## src/rtl/sync_ram_pkg.sv

```systemverilog
// sync_ram_pkg
//    Shared constants for the sync_ram block: default geometry and a helper
//    that turns an address width into a word count.
package sync_ram_pkg;

   localparam int DEFAULT_DATA_WIDTH = 8;
   localparam int DEFAULT_ADDR_WIDTH = 4;

   function automatic int ram_depth(input int addr_width);
      return 1 << addr_width;
   endfunction

endpackage

```

## src/rtl/sync_ram_array.sv

```systemverilog
// sync_ram_array
//    Storage array plus write port for sync_ram, with combinational read of
//    the addressed word (the top level registers it).
//
//    Build option: SYNC_RAM_MEM_CLEAR_EN
//       defined   - every word is cleared to 0 at each edge where rst is high
//       undefined - rst only blocks writes; contents survive reset and the
//                   array is free to map onto inferred block RAM
//
// Ports
//    clk       in   clock, rising edge
//    rst       in   synchronous active-high reset
//    we        in   write enable
//    addr      in   word address
//    wr_data   in   write data
//    rd_data   out  current contents of mem[addr]
module sync_ram_array
   import sync_ram_pkg::*;
#(
   parameter int DATA_WIDTH = DEFAULT_DATA_WIDTH,
   parameter int ADDR_WIDTH = DEFAULT_ADDR_WIDTH
) (
   input  logic                  clk,
   input  logic                  rst,
   input  logic                  we,
   input  logic [ADDR_WIDTH-1:0] addr,
   input  logic [DATA_WIDTH-1:0] wr_data,
   output logic [DATA_WIDTH-1:0] rd_data
);

   localparam int DEPTH = ram_depth(ADDR_WIDTH);

   logic [DATA_WIDTH-1:0] r_mem [DEPTH];

`ifdef SYNC_RAM_MEM_CLEAR_EN
   always_ff @(posedge clk) begin
      if (rst) begin
         for (int i = 0; i < DEPTH; i++) begin
            r_mem[i] <= '0;
         end
      end else if (we) begin
         r_mem[addr] <= wr_data;
      end
   end
`else
   // No reset branch on the storage itself, so tools can infer block RAM;
   // rst only suppresses a write presented in the reset cycle.
   always_ff @(posedge clk) begin
      if (we && !rst) begin
         r_mem[addr] <= wr_data;
      end
   end
`endif

   assign rd_data = r_mem[addr];

endmodule

```

## src/rtl/sync_ram.sv

```systemverilog
// sync_ram
//    Single-port synchronous RAM with a registered, write-first read output.
//    One address bus serves reads and writes; read latency is one cycle.
//
//    Build option: SYNC_RAM_MEM_CLEAR_EN (see sync_ram_array) selects whether
//    reset also clears the memory contents.
//
// Ports
//    clk       in   clock, rising edge
//    rst       in   synchronous active-high reset, clears data_out
//    we        in   1 = write data_in to mem[addr], 0 = read mem[addr]
//    data_in   in   write data
//    addr      in   word address for both read and write
//    data_out  out  registered read data
module sync_ram
   import sync_ram_pkg::*;
#(
   parameter int DATA_WIDTH = DEFAULT_DATA_WIDTH,
   parameter int ADDR_WIDTH = DEFAULT_ADDR_WIDTH
) (
   input  logic                  clk,
   input  logic                  rst,
   input  logic                  we,
   input  logic [DATA_WIDTH-1:0] data_in,
   input  logic [ADDR_WIDTH-1:0] addr,
   output logic [DATA_WIDTH-1:0] data_out
);

   logic [DATA_WIDTH-1:0] w_rd_data;
   logic [DATA_WIDTH-1:0] r_data_out;

   sync_ram_array #(
      .DATA_WIDTH (DATA_WIDTH),
      .ADDR_WIDTH (ADDR_WIDTH)
   ) u_array (
      .clk     (clk),
      .rst     (rst),
      .we      (we),
      .addr    (addr),
      .wr_data (data_in),
      .rd_data (w_rd_data)
   );

   // Write-first: on a write the new word bypasses the array straight into
   // the output register, so the caller sees it after the same edge.
   always_ff @(posedge clk) begin
      if (rst) begin
         r_data_out <= '0;
      end else if (we) begin
         r_data_out <= data_in;
      end else begin
         r_data_out <= w_rd_data;
      end
   end

   assign data_out = r_data_out;

endmodule

```

## config.mk

```make
export PLATFORM = sky130hd
export DESIGN_NAME = sync_ram
export DESIGN_NICKNAME = d
export VERILOG_FILES = /design/src/rtl/sync_ram_pkg.sv /design/src/rtl/sync_ram_array.sv /design/src/rtl/sync_ram.sv
export SDC_FILE = /design/constraint.sdc
export NUM_CORES = 1
export LEC_CHECK = 0
export ABC_AREA = 0
export CORE_UTILIZATION = 64
export DETAILED_ROUTE_END_ITERATION = 8
export PLACE_DENSITY = 0.84
export SKIP_LAST_GASP = 1
export SLEW_MARGIN = 10
export SYNTH_ARGS = -nofsm -noshare
export SYNTH_HDL_FRONTEND = slang
export SYNTH_SLANG_ARGS = --single-unit
```

## constraint.sdc

```tcl
create_clock -name clk -period 6.45 [get_ports clk]
set_input_delay 1.6125 -clock clk [delete_from_list [all_inputs] [get_ports clk]]
set_output_delay 1.6125 -clock clk [all_outputs]
set_load 0.02 [all_outputs]
```

# Word level (Yosys, flattened, before mapping)
# Memories as Yosys holds them, arrays and structs flattened. A register that Yosys moved wholly into a read port is not among the register bits.
# Cells that the tools add are included.
# word_totals
reg_bits	0
latchBits	0
ramBits	128
romBits	0
n_memories	1
# classes
add_sub_neg	0
mul	0
n_div	0
magnitude_cmp	0
n_eq_ne	0
n_shift	0
mux	2
bitwise	0
n_reduce_logical	2
# mem_list
memory	words	width	rd	rd_clocked_by_memory_dff	write_ports	line	rtl
u_array.r_mem	16	8	1	1	1	sync_ram_array.sv:33	logic [DATA_WIDTH-1:0] r_mem [DEPTH];
# op_table
op	count
$mux W1	2
$logic_and A1 B1 Y1	1
$logic_not A1 Y1	1

# Logic depth before layout (Yosys ltp)
# Gate-level depths: netlist (run 1).
# logic_depth
word_depth	4
ltp_mapped	7
mapped_depth_nobuf	4

# Cells and area by module
# From an unflattened synthesis (run 1), not the netlist that was laid out.
# unflattened
hier_cells	250
area_unflattened_um2	5400.2
# modules_own_cells
mod	instances	cells_per_inst	area_per_inst_um2	seq_area_each_um2
sync_ram_array	1	224	5114.9	3843.7
sync_ram	1	26	285.3	160.2

# Least setup slack after synthesis (run 1)
# No wires, ideal clock.
# synth_path
kind	input to register
startpoint	input port addr[1]
endpoint	memory u_array.r_mem[1][0] in the netlist's numbering, enable pin
setup_time_ns	0.370
arrival_time_ns	2.846
required_ns	6.080
setup_slack_ns	3.234
path_stages	5
path_buffers	3
cell_sequence	buf_6 > buf_12 > buf_6 > or3b_1 > nor2_1
# synth_lines
element	line	rtl
start, declared	sync_ram.sv:25	input logic [ADDR_WIDTH-1:0] addr,
end, declared	sync_ram_array.sv:33	
# No word-level cell before the write port.

# Worst setup path after layout (run 1)
# layout_path
startpoint	input port we
endpoint	memory u_array.r_mem[1][4] in the netlist's numbering, enable pin
# layout_between
elab_chain_cells	3
# layout_lines
element	line	rtl
start, declared	sync_ram.sv:23	input logic we,
$logic_and A1 B1 Y1	sync_ram_array.sv:49	if (we && !rst) begin
$mux W1	sync_ram_array.sv:49	
$mux W1 (not written as such)	sync_ram_array.sv:50	r_mem[addr] <= wr_data;
# Every way passes these cells.

==> results of run 1 <==
-- layout by cell type (no fill, tap or decap), types with 2 or more instances in the layout --
master / netlist / final
nand2b_1: 3 / 3
edfxtp_1: 128 / 128
mux4_2: 14 / 14
nor2_1: 18 / 18
clkinvlp_4: 0 / 2
clkbuf_16: 0 / 16
clkinv_1: 1 / 2
clkinv_2: 0 / 4
inv_1: 7 / 7
buf_4: 0 / 2
mux4_1: 9 / 9
clkinv_4: 0 / 2
o221ai_1: 8 / 8
or3b_1: 2 / 2
a221oi_2: 7 / 7
dfxtp_1: 8 / 8
nand2_1: 2 / 2
clkdlybuf4s50_1: 0 / 21
a22oi_1: 6 / 6
bufinv_16: 0 / 3
a21oi_1: 8 / 8
mux2i_1: 18 / 18
-- registers in the layout, summed over array words and instances, names as in the netlist --
register	count
data_out	8
u_array.r_mem	128
-- metal layers --
layer  vias to the layer above  routed length [um]
li1                       1162                   -
met1                      1380                3940
met2                       155                5310
met3                        14                1030
met4                         0                 187
met5                         -                   0
-- worst min-delay path: cells and delay by family (launching register included) --
kind	cells	cell delay, ns
AOI/OAI and AO/OA	3	0.43
DFF	1	0.33
muxes	1	0.07
-- stage by stage --
step	setup slack [ns]	cell area (um2)	cells	utilization, %	hold slack [ns]
final	2.97	6170	412	75.5	0.893
after global routing	2.88	6170	412	75.5	0.928
after CTS	2.97	6170	412	75.5	0.897
after detailed placement	2.49	5600	381	68.5	0.876
after global placement	2.53	5600	381	68.5	0.851
after floorplan	3.23	5360	266	-	0.714
-- cells by family (layout without fill, tap and decap cells) --
family,count (synthesis),after routing,synth area share [%]
AO/OA/AOI/OAI,33,33,5.49
buffers and inverters,22,63,2.83
flip-flops,136,136,74.7
multiplexers,41,41,13.7
AND/OR/NAND/NOR,34,34,3.27
-- power breakdown --
part           switching [mW]  internal (mW)
combinational          0.0638         0.0423
sequential            0.00352          0.980
clock                   0.347          0.584
-- path summary, 6_finish.rpt --
path,from,endpoint,slack (ns),cells past startpoint
worst max-delay path,we,u_array.r_mem[1][4],2.97,4
worst max register to register,u_array.r_mem[4][6],data_out[6],4.95,4
worst min register to register,u_array.r_mem[12][5],data_out[5],0.89,4
worst min-delay path,u_array.r_mem[12][5],data_out[5],0.89,4
-- final cells by class --
cell class              count  area, um2
fillers                   439       2010
flip-flops and latches    136       4000
clock buffers              18        418
inverters                   8       30.0
clock inverters            13        155
multi-input cells         108       1200
repair buffers             24        230
well taps                 105        131
==> impl_metrics.env, run 1 <==
export IMPL_hold_class="reg -> reg"
export IMPL_ys_async_sr_fraction_pct=0
export IMPL_critPathKind="in -> reg"
export IMPL_slew_violations=0
export IMPL_startpoint_type="primary input"
export IMPL_cts_sinks=136
export IMPL_clkLatencyLatePin_ns=0.52
export IMPL_detail_route_antenna_nets=0
export IMPL_first_pass_iters=5
export IMPL_slowest_stage="clkdlybuf4s50_1"
export IMPL_synthTopCellsByArea="edfxtp_1 (72%), mux4_2 (5.9%), mux4_1 (4.4%), mux2i_1 (3.4%), dfxtp_1 (3.0%)"
export IMPL_crit_chain="clkdlybuf4s50_1 -> nand2b_1 -> or3b_1 -> nor2_1"
export IMPL_drive_gt1_share_pct=17.6
export IMPL_die_h_um=93.5
export IMPL_cts_buffer_depth=2
export IMPL_synth_top_cells_by_count="edfxtp_1 (128), mux2i_1 (18), nor2_1 (18)"
export IMPL_use_met2_pct=42.2
export IMPL_outcome="completed"
export IMPL_hpwl_um=6140
export IMPL_p_total_mw=2.02
export IMPL_synth_edff_count=128
export IMPL_slowest_delay_ns=0.78
export IMPL_drtIter0Drc=316
export IMPL_rsz0062_at_grt="no"
export IMPL_core_area_um2=8180
export IMPL_setup_tns_final_ns=0
export IMPL_yosysMostFrequentCell="edfxtp_1"
export IMPL_n_antenna_cell=0
export IMPL_antenna_found_initial=1
export IMPL_skew_ns=0.00801
export IMPL_synthCells=266
export IMPL_cp_end_kind="flop"
export IMPL_post_cts_buffers=0
export IMPL_synth_warnings=0
export IMPL_cap_violations=0
export IMPL_grt_usage_pct=26.7
export IMPL_wl_per_cell_um=25.4
export IMPL_vias=2711
export IMPL_avgViaCountPerCell=6.58
export IMPL_die_w_um=93.5
export IMPL_syn_avg_cell_area_um2=20.1
export IMPL_fmax_mhz=287
export IMPL_synth_nets=281
export IMPL_gp_congestion=0.836
export IMPL_netlist_area_um2=5360
export IMPL_cp_top_family="simple AND/OR/NAND/NOR gates"
export IMPL_routed_wl_um=10500
export IMPL_grt_pass1_vias=2782
export IMPL_cp_arrival_ns=3.63
export IMPL_overflow=0
export IMPL_io_buffers=22
export IMPL_die_area_um2=8740
export IMPL_drcViolationCount=0
export IMPL_period_share_pct=54.0
export IMPL_synth_top_area_share_pct=71.8
export IMPL_vdd_drop_max_uv=263
export IMPL_period_minus_slack_ns=3.48
export IMPL_required_ns=6.60
export IMPL_hold_buffers=0
export IMPL_critical_path_buf_inv_count=1
export IMPL_grt_max_degree=34
export IMPL_hold_viol=0
export IMPL_root_buffer="clkbuf_8"
export IMPL_seq_area_frac_synth_pct=74.7
export IMPL_tightest_slew_ns=0.808
export IMPL_use_met3_pct=8.54
export IMPL_numCtsBuffers=17
export IMPL_synth_cell_types=33
export IMPL_cts_tree="built"
export IMPL_p_leak_nw=2.05
export IMPL_grt_pass1_wl_um=15800
export IMPL_worst_path_max_fanout=10
export IMPL_setup_viol=0
export IMPL_yosys_area_top_type="edfxtp_1"
export IMPL_start_util_pct=65.5
export IMPL_power_density_nw_per_um2=327
export IMPL_grtUsageMet1_pct=35.6
export IMPL_num_rows=33
export IMPL_top_usage_layer="met2"
export IMPL_synth_seq_cells=136
export IMPL_ios=23
export IMPL_htree_levels=4
export IMPL_relSlewSlack_pct=46.0
export IMPL_synth_top_flop_cell="edfxtp_1"
export IMPL_layout_nets=310
export IMPL_cts_resized_gates=0
export IMPL_syn2layout_area_growth_pct=15.2
export IMPL_clkSlewWorstSetupHoldPaths_ns=0.06
No activity file was read; power rests on OpenSTA's default activity.
==> run 2: changes to the inputs <==
--- a/config.mk
+++ b/config.mk
@@ -6,9 +6,9 @@
 export NUM_CORES = 1
 export LEC_CHECK = 0
 export ABC_AREA = 0
-export CORE_UTILIZATION = 64
+export CORE_UTILIZATION = 60
 export DETAILED_ROUTE_END_ITERATION = 8
-export PLACE_DENSITY = 0.84
+export PLACE_DENSITY = 0.79
 export SKIP_LAST_GASP = 1
 export SLEW_MARGIN = 10
 export SYNTH_ARGS = -nofsm -noshare
==> constraint.sdc (replaced) <==
create_clock -name clk -period 3.43 [get_ports clk]
set_input_delay 0.8575 -clock clk [delete_from_list [all_inputs] [get_ports clk]]
set_output_delay 0.8575 -clock clk [all_outputs]
set_load 0.02 [all_outputs]
==> impl_metrics.env, run 2 (same netlist as run 1, synthesis figures left out) <==
export IMPL_grt_pass1_vias=2800
export IMPL_drcViolationCount=0
export IMPL_num_rows=34
export IMPL_grt_usage_pct=26.8
export IMPL_layout_common_cells="edfxtp_1 (128), buf_4 (22), clkdlybuf4s50_1 (21)"
export IMPL_vdd_drop_max_uv=508
export IMPL_hold_buffers=0
export IMPL_regMostFlops="u_array.r_mem"
export IMPL_ios=23
export IMPL_power_density_nw_per_um2=628
export IMPL_timing_hold_ws_ns=0.865
export IMPL_avgViaCountPerCell=6.47
export IMPL_hold_path_depth=3
export IMPL_detail_route_antenna_nets=0
export IMPL_grt_max_degree=24
export IMPL_cts_tree="built"
export IMPL_final_core_util_pct=73.8
export IMPL_cp_top_family="buffers and inverters"
export IMPL_reg2reg_depth=4
export IMPL_register_area_um2=4000
export IMPL_first_pass_iters=5
export IMPL_hpwl_um=6510
export IMPL_critical_path_buf_inv_count=1
export IMPL_critPathKind="reg -> out"
export IMPL_cts_sinks=136
export IMPL_period_share_pct=70.5
export IMPL_p_leak_nw=2.19
export IMPL_outcome="completed"
export IMPL_slew_violations=0
export IMPL_gp_congestion=0.765
export IMPL_syn2layout_area_growth_pct=19.5
export IMPL_slowest_stage="clkdlybuf4s50_1"
export IMPL_crit_chain="clkdlybuf4s50_1"
export IMPL_io_buffers=22
export IMPL_wl_per_cell_um=25.9
export IMPL_cts_buffer_depth=2
export IMPL_fillers=505
export IMPL_die_w_um=96.5
export IMPL_drtIter0Drc=234
export IMPL_relSlewSlack_pct=49.3
export IMPL_die_h_um=96.5
export IMPL_period_minus_slack_ns=2.42
export IMPL_root_buffer="clkbuf_8"
export IMPL_core_area_um2=8680
export IMPL_min_to="data_out[5]"
export IMPL_slowest_delay_ns=0.63
export IMPL_numCtsBuffers=17
export IMPL_rsz0062_at_grt="no"
export IMPL_vias=2819
export IMPL_hold_viol=0
export IMPL_clkSlewWorstSetupHoldPaths_ns=0.06
export IMPL_die_area_um2=9310
export IMPL_worst_path_max_fanout=1
export IMPL_r2r_slack_ns=1.96
export IMPL_required_ns=2.57
export IMPL_antenna_found_initial=0
export IMPL_setup_viol=0
export IMPL_rr_startpoint="u_array.r_mem[12][6]"
export IMPL_stdcell_count=436
export IMPL_min_from="u_array.r_mem[0][5]"
export IMPL_skew_ns=0.00419
export IMPL_clkLatencyLatePin_ns=0.52
export IMPL_drive_gt1_share_pct=23.2
export IMPL_dp_cells=404
export IMPL_layout_nets=330
export IMPL_rr_endpoint="data_out[6]"
export IMPL_hold_class="reg -> reg"
export IMPL_n_antenna_cell=0
export IMPL_tightest_slew_ns=0.761
export IMPL_htree_levels=4
export IMPL_routed_wl_um=11300
export IMPL_cap_violations=0
export IMPL_cp_end_kind="primary output"
export IMPL_overflow=0
export IMPL_setup_tns_final_ns=0
export IMPL_largest_reg_flops=128
export IMPL_post_cts_buffers=0
export IMPL_p_total_mw=4.02
export IMPL_final_common_cell="edfxtp_1"
export IMPL_startpoint_type="flop"
export IMPL_multiInputGateArea_um2=1200
export IMPL_cts_resized_gates=0
export IMPL_start_util_pct=61.7
export IMPL_cp_arrival_ns=1.56
export IMPL_grt_pass1_wl_um=16400
export IMPL_fmax_mhz=414
[run 2: cell count changes in the layout (fill, tap and decap cells not counted)]
cell / change
inv_6: +2
buf_4: +20
clkinv_1: -1
clkinv_4: +2
bufinv_16: +2
clkinv_2: -4
clkbuf_8: +1
clkinvlp_4: -1
[run 2: layout make-up]
type / count / share of cell area, %
clock inverters: 13 / 3.42
repair buffers: 44 / 5.94
well taps: 108 / 2.11
clock buffers: 19 / 6.74
flip-flops and latches: 136 / 62.5
inverters: 8 / 0.469
multi-input cells: 108 / 18.8
[run 2: worst register-to-register path, stage by stage (launching register included)]
cell      delay [ns]
edfxtp_1        0.37
mux4_1          0.53
and3b_1         0.21
a21oi_1         0.13
a31oi_1         0.11
[run 2: how the worst max path moves through the flow]
stage	from	endpoint	depth (start not counted)
floorplan	addr[1]	u_array.r_mem[1][0]	5
detailed placement	addr[2]	data_out[7]	5
CTS	data_out[2]	data_out[2]	1
global route	data_out[2]	data_out[2]	1
global placement	addr[2]	data_out[7]	5
finish	data_out[2]	data_out[2]	1
[run 2: metrics by stage]
step / cell area (um2) / worst slack, ns
floorplan: 5360 / 0.969
global placement: 5750 / 0.599
detailed placement: 5750 / 0.570
CTS: 6400 / 1.02
global route: 6400 / 0.993
finish: 6400 / 1.01
[run 2: per-layer routing]
| layer | wire length, um | share of wire (%) | GRT usage [%] | vias to the layer above |
|---|---|---|---|---|
| li1 | - | - | - | 1197 |
| met1 | 4400 | 39 | 33.4 | 1486 |
| met2 | 6000 | 53 | 44.9 | 114 |
| met3 | 633 | 5.6 | 7.12 | 22 |
| met4 | 252 | 2.2 | 10.9 | 0 |
| met5 | 0 | 0 | 0 | - |
[run 2: power breakdown]
| group | internal [mW] | switching, mW |
|---|---|---|
| Combinational | 0.0844 | 0.118 |
| Clock | 1.28 | 0.683 |
| Sequential | 1.84 | 0.0102 |
| Total | 3.21 | 0.811 |
